<file path="src/rtl/field_edit_pkg.sv">
// field_edit_pkg: shared state type, default sizes and group indices for the field edit controller
package field_edit_pkg;
  typedef enum logic {IDLE, EDIT} edit_state_t;
  localparam int DEF_N_GRP = 3;
  localparam int DEF_N_FLD = 3;
  localparam int GRP_HORA  = 0;
  localparam int GRP_FECHA = 1;
  localparam int GRP_CRONO = 2;
endpackage

</file>
<file path="src/rtl/field_pos_counter.sv">
// field_pos_counter: up/down mod-N_FLD field position with sync clear; up+dn together holds
module field_pos_counter #(
  parameter int N_FLD = 3,
  localparam int POS_W = $clog2(N_FLD)
) (
  input  logic             clk,
  input  logic             reset,
  input  logic             clr,
  input  logic             up,
  input  logic             dn,
  output logic [POS_W-1:0] pos,
  output logic [POS_W-1:0] pos_nxt
);
  localparam logic [POS_W-1:0] TOP = POS_W'(N_FLD - 1);
  always_comb
    pos_nxt = clr ? '0 :
              (up && !dn) ? ((pos == TOP) ? '0 : pos + POS_W'(1)) :
              (dn && !up) ? ((pos == '0) ? TOP : pos - POS_W'(1)) : pos;
  always_ff @(posedge clk or posedge reset)
    if (reset) pos <= '0;
    else pos <= pos_nxt;
endmodule

</file>
<file path="src/rtl/field_edit_ctrl.sv">
// field_edit_ctrl: edit-field write-enable controller for the register bank
// FIELD_EDIT_TIMEOUT_EN adds an idle auto-exit after TIMEOUT_CYC cycles in EDIT
module field_edit_ctrl
  import field_edit_pkg::*;
#(
  parameter int N_GRP = DEF_N_GRP,
  parameter int N_FLD = DEF_N_FLD,
  parameter int TIMEOUT_CYC = 1000,
  localparam int POS_W = $clog2(N_FLD),
  localparam int GRP_W = (N_GRP > 1) ? $clog2(N_GRP) : 1
) (
  input  logic                   clk,
  input  logic                   reset,
  input  logic [N_GRP-1:0]       grp_sel,
  input  logic                   btn_next,
  input  logic                   btn_prev,
  input  logic                   btn_exit,
  output logic [N_GRP*N_FLD-1:0] en_out,
  output logic [POS_W-1:0]       pos_out,
  output logic [GRP_W-1:0]       grp_out,
  output logic                   editing
);
  localparam int EN_W = N_GRP * N_FLD;
  edit_state_t state, state_nxt;
  logic [GRP_W-1:0] lo, grp_nxt;
  logic [POS_W-1:0] pos_nxt;
  logic [EN_W-1:0] en_nxt;
  logic any, edit, chg, leave, tmo_hit, clr, mv_up, mv_dn;
  always_comb begin
    lo = '0;
    for (int i = N_GRP - 1; i >= 0; i--)
      if (grp_sel[i]) lo = GRP_W'(i);
  end
  assign any  = |grp_sel;
  assign edit = (state == EDIT);
  assign chg  = edit && any && (lo != grp_out);
`ifdef FIELD_EDIT_TIMEOUT_EN
  localparam int TW = $clog2(TIMEOUT_CYC + 1);
  logic [TW-1:0] tmo;
  logic act;
  // any user activity restarts the idle count, so a press on the final cycle wins
  assign act     = btn_next || btn_prev || btn_exit || chg || !any;
  assign tmo_hit = edit && (tmo == TW'(TIMEOUT_CYC)) && !act;
  always_ff @(posedge clk or posedge reset)
    if (reset) tmo <= '0;
    else tmo <= (!edit || act || tmo_hit) ? '0 : tmo + TW'(1);
`else
  assign tmo_hit = 1'b0;
`endif
  assign leave     = edit && (btn_exit || !any || tmo_hit);
  assign state_nxt = edit ? (leave ? IDLE : EDIT) : (any ? EDIT : IDLE);
  assign clr       = (!edit && any) || (chg && !btn_exit);
  assign grp_nxt   = clr ? lo : grp_out;
  assign mv_up     = edit && !leave && !chg && btn_next;
  assign mv_dn     = edit && !leave && !chg && btn_prev;
  assign en_nxt    = (state_nxt == EDIT) ? (EN_W'(1) << (int'(grp_nxt) * N_FLD + int'(pos_nxt))) : '0;
  field_pos_counter #(.N_FLD(N_FLD)) u_pos (
    .clk(clk), .reset(reset), .clr(clr), .up(mv_up), .dn(mv_dn), .pos(pos_out), .pos_nxt(pos_nxt)
  );
  always_ff @(posedge clk or posedge reset)
    if (reset) begin
      state   <= IDLE;
      grp_out <= '0;
      en_out  <= '0;
      editing <= 1'b0;
    end else begin
      state   <= state_nxt;
      grp_out <= grp_nxt;
      en_out  <= en_nxt;
      editing <= (state_nxt == EDIT);
    end
endmodule
</file>
<file path="config.mk">
export PLATFORM = sky130hd
export DESIGN_NAME = field_edit_ctrl
export DESIGN_NICKNAME = d
export VERILOG_FILES = /design/src/rtl/field_edit_pkg.sv /design/src/rtl/field_pos_counter.sv /design/src/rtl/field_edit_ctrl.sv
export SDC_FILE = /design/constraint.sdc
export NUM_CORES = 1
export LEC_CHECK = 0
export CAP_MARGIN = 20
export CORE_MARGIN = 10
export CORE_UTILIZATION = 30
export DETAILED_ROUTE_END_ITERATION = 8
export GPL_TIMING_DRIVEN = 0
export HOLD_SLACK_MARGIN = 0.02
export PLACE_DENSITY = 0.63
export SYNTH_ARGS = -nofsm -noshare
export SYNTH_HDL_FRONTEND = slang
export SYNTH_SLANG_ARGS = --single-unit
</file>
<file path="constraint.sdc">
create_clock -name clk -period 3 [get_ports clk]
set_input_delay 0.6 -clock clk [delete_from_list [all_inputs] [get_ports clk]]
set_output_delay 0.6 -clock clk [all_outputs]
set_load 0.1 [all_outputs]
</file>
* Word level (Yosys, flattened, before mapping)
Index checks and enable logic that the tools add are counted.
** Word-level totals
- Register bits :: 14
- Bits in latches :: 0
- RAM bits :: 0
- ROM bits :: 0
- Input bits :: 8
- Output and inout bits :: 14
- Memories kept :: 0
** Cells by class
- Add/sub/neg operators :: 3
- Multiply operators :: 1
- Div/mod/pow operators :: 0
- Order comparisons :: 0
- Equal/unequal tests :: 2
- Shift-type cells :: 1
- Multiplexer cells :: 13
- Bitwise gates (word level) :: 0
- Reductions and logical operators :: 22
** Operators with widths (count)
- 2-bit 2-to-1 mux :: 9
- 1-bit logical AND :: 11
- 9-bit 2-to-1 mux :: 1
- 1-bit by 5-bit << shifter with 9-bit output (first input constant) :: 1
- 1-bit zero test :: 7
- 4-bit by 2-bit adder with 5-bit output :: 1
- 2-bit by 2-bit multiplier with 4-bit output (second input constant) :: 1
- 1-bit 2-to-1 mux :: 3
- 3-bit OR reduction :: 1
- 2-bit by 1-bit adder with 2-bit output (second input constant) :: 1
- 2-bit equality test (second input constant) :: 1
- 2-bit zero test :: 1
- 1-bit logical OR :: 2
- 2-bit != test :: 1
- 2-bit by 1-bit subtractor with 2-bit output (second input constant) :: 1

* Depth between registers and ports, before layout
- Word-level depth :: 16
- Depth in mapped cells :: 11
- Gate-level depth less buffers :: 11

* By module
Synthesis repeated with hierarchy kept, for this count alone.
** Second synthesis, totals
- Cell total of the unflattened synthesis :: 87
- Area, all modules :: 834.6 µm²
** Modules (own cells, without submodules)
- field_edit_ctrl :: instances 1, cells each 69, area an instance 663.1 µm²
- field_pos_counter :: instances 1, cells each 18, area an instance 171.4 µm²

* Least setup slack after synthesis
Ideal clock, no wire load.
- Path type :: register to register
- From :: reg grp_out[1]
- To :: reg en_out[4]
- Setup time :: 73 ps
- Arrival :: 3712 ps
- Setup slack :: -785 ps
- Stages on the path, launching flop included :: 11
- Period minus slack after synthesis :: 3785 ps
- Cells stage by stage :: dfrtp_1 -> buf_6 -> inv_2 -> a211oi_1 -> a21oi_2 -> o311a_1 -> fa_1 -> nor2b_1 -> fa_1 -> or3b_2 -> nor2_1
** On the way
- Cells in the longest elaborated chain, start to end :: 13
- Elaborated cells between the ends (all ways) :: 20
- Classes of those cells :: add/sub: 1; mul: 1; eq/ne: 1; shift: 1; mux: 5; reduce/logical: 11
** Ends and longest elaborated chain
- start: declaration :: RTL line field_edit_ctrl.sv:20 : output logic [GRP_W-1:0] grp_out,
- start signal: assignment :: RTL line field_edit_ctrl.sv:68 : grp_out <= grp_nxt;
- branches (longest 10 deep; another with 2-bit by 2-bit multiplier with 4-bit output)
- 4-bit by 2-bit adder with 5-bit output * :: RTL line field_edit_ctrl.sv:56 : assign en_nxt = (state_nxt == EDIT) ? (EN_W'(1) << (int'(grp_nxt) * N_FLD + int'(pos_nxt))) : '0;
- 1-bit by 5-bit << shifter with 9-bit output * :: RTL line field_edit_ctrl.sv:56
- 9-bit 2-to-1 mux * :: RTL line field_edit_ctrl.sv:56
- net en_nxt[4] :: RTL line field_edit_ctrl.sv:27 : logic [EN_W-1:0] en_nxt;
- end signal: assignment :: RTL line field_edit_ctrl.sv:69 : en_out <= en_nxt;
- end: declaration :: RTL line field_edit_ctrl.sv:18 : output logic [N_GRP*N_FLD-1:0] en_out,
Mark *: on every way through the listed nets, which the timed path passes.

* Worst setup path in the final report
Ends and elaborated chain as after synthesis.

==> results.cfg <==
[detailed_routing]
wl_per_cell_um = 14.71
viasPerCell = 5.000
drt_pre_antenna_iters = 4
wl_mm = 2.265
dr_total_vias = 770
drc_errors = 0
drt_iter0_drc = 26
ant_nets = 0

[floorplanning]
die-height_um = 74.42
io_pins = 22
start_util_pct = 31.67
dieWidth_um = 74.42
die_area_um2 = 5538
rows = 19
core_um2 = 2805

[yosys]
synth_edf_count = 0
synth-main-ff-cell = dfrtp_1
async_reset_ff_share_pct = 100.0
synth_cells = 84
ys_ff_latch = 14
seq_area_frac_synth_pct = 39.44
yosys_warnings = 0
synth_area_um2 = 888.4
synth_most_common_cell = dfrtp_1
synth_area_leaders = dfrtp_1 (39%), ha_1 (7.0%), fa_1 (4.5%), nor2_1 (4.2%), inv_1 (2.5%)
synthTopCellsByCount = dfrtp_1 (14), nor2_1 (10), inv_1 (6), ha_1 (5)
yosysTopAreaCellShare_pct = 39.44
synth_cell_type_count = 39
synth_nets = 99
synth.avg_cell_area_um2 = 10.58
yosys.area.top_type = dfrtp_1

[grt]
gr-total-overflow = 0
grt_max_degree = 15
antenna_found_initial = 0
grt_pass1_vias = 809
grt_pass1_wl_mm = 3.657
grt_usage_pct = 8.483

[cts]
cts.path.max_buffers = 2
cts_made_buffers = 3
tritoncts = yes
clkLatencyLatePin_ps = 280
path_clk_slew_ps = 80
cts_sinks = 14
clock_tree.root_cell = clkbuf_4
htree_levels = 1

[power]
p_leak_nw = 0.5973
power_w = 0.0008866
p_per_area_nw_per_um2 = 645.9
peakVddDrop_v = 0.0004240

[setup_path]
path_buf_inv = 0
crit_type = reg2reg
slowest_delay_ps = 550
cp-end-kind = flip-flop
critPathArrivalTime_ps = 3270
path_max_fanout = 7
critPathLaunchType = flip-flop
cp_slowest_cell = fa_2
path_cells = and3b_1, o21ai_2, a21oi_4, o311a_1, fa_1, nor2b_2, fa_2, or3b_4, nor2_1
cp.required_ps = 3200
cpLargestDelayFamily = adder cells

[place]
io_buffers = 21
dp_hpwl_mm = 1.456
placed_cell_area_um2 = 1170
gp_congestion = 0.7750

[sta]
setup_ws_ps = -61.70
tns_ps = -186.5
hold_violations = 0
grt_setup_unrepaired = yes
tightest_slew_ps = 984.9
setup_viol = 4
drv_slew = 0
period_minus_slack_ps = 3062
clock.fmax_mhz = 326.6
period_share_pct = 102.1
skew_ps = 8.346
relSlewSlack_pct = 34.13

[final_layout]
layout.nets = 139
num-fill-cells = 260
area_delta_synth_final_pct = 54.51
finalInstanceArea_um2 = 1373
layout-drive-gt1-share_pct = 41.46
diodes = 0

[status]
status = complete, but fails checks
violations = setup timing

[hold_path]
hold_path.class = reg2reg

[job]
drv_cap = 0
flip-flops by register name, indices dropped and copies added (netlist names):
register,cells
grp_out,2
u_pos.pos,2
en_out,9
edit,1
worst register-to-register path, cell delays in order (launching register included):
cell	delay [ps]
dfrtp_4	530
and3b_1	200
o21ai_2	180
a21oi_4	90
o311a_1	360
fa_1	540
nor2b_2	50
fa_2	550
or3b_4	390
nor2_1	90
timing repair:
item / 4_1_cts / 5_1_grt
buffers inserted: 12 / 3
setup endpoints to repair: 9 / 9
resized for setup: 29 / 7
hold buffers: 0 / 0
pin swaps: 12 / 5
worst paths after layout:
kind	start	end	cells past startpoint	slack [ps]
min	edit	edit	1	590
max	grp_out[1]	en_out[4]	9	-60
min in group asynchronous	reset	u_pos.pos[1]	2	650
min reg2reg	edit	edit	1	590
max reg2reg	grp_out[1]	en_out[4]	9	-60
max in group asynchronous	reset	grp_out[0]	2	1960
routing by layer:
layer	global-route usage (%)	vias to the layer above	share of wire, %
li1	-	380	-
met1	9.224	372	41
met2	13.93	16	51
met3	3.590	2	7.9
met4	4.202	0	0.62
met5	0	-	0
final cells by class:
cell class	count	area (µm²)	share of cell area (%)
Multi-Input combinational cell	61	586.8	42.75
Sequential cell	14	366.6	26.71
Timing Repair Buffer	36	316.6	23.06
Tap cell	31	38.79	2.826
Clock buffer	4	26.28	1.914
Inverter	7	26.28	1.914
Buffer	1	11.26	0.8204
where the power goes:
part / internal (W) / switching [W] / total, W
clock network: 0.0000515 / 0.0000578 / 0.000109
registers: 0.000221 / 0.0000222 / 0.000243
logic: 0.000180 / 0.000355 / 0.000534
metrics by stage:
stage	util, %	setup slack (ps)	instances	hold WS [ps]
after floorplan	-	-274.6	84	489.2
after global placement	41.70	-861.7	136	551.4
after global routing	48.93	-152.5	154	616.1
final	48.93	-61.70	154	586.5
after CTS	47.10	-49.96	151	574.8
after detailed placement	41.70	-879.6	136	552.9
cell usage in the layout, fill, tap and decap left out, types with 3 or more instances in the layout:
cell,n
nand2b_1,3
ha_1,5
inv_1,6
nand3b_1,3
buf_6,3
clkdlybuf4s50_1,15
dfrtp_1,9
dfrtp_4,4
nor2_1,7
buf_4,14
clkbuf_4,3
nor2_2,3
kinds of logic (layout without fill, tap and decap cells):
group                      after synthesis  after routing  synth area share, %
DFF                                     14             14                39.44
and+or+nand+nor                         33             33                25.07
buffers and inverters                    9             48                5.070
AOI/OAI and AO/OA                       19             19                16.90
xor gates and xnor gates                 2              2                1.972
adders and majority gates                7              7                11.55
Note: power is estimated with default switching activity, not from simulation.
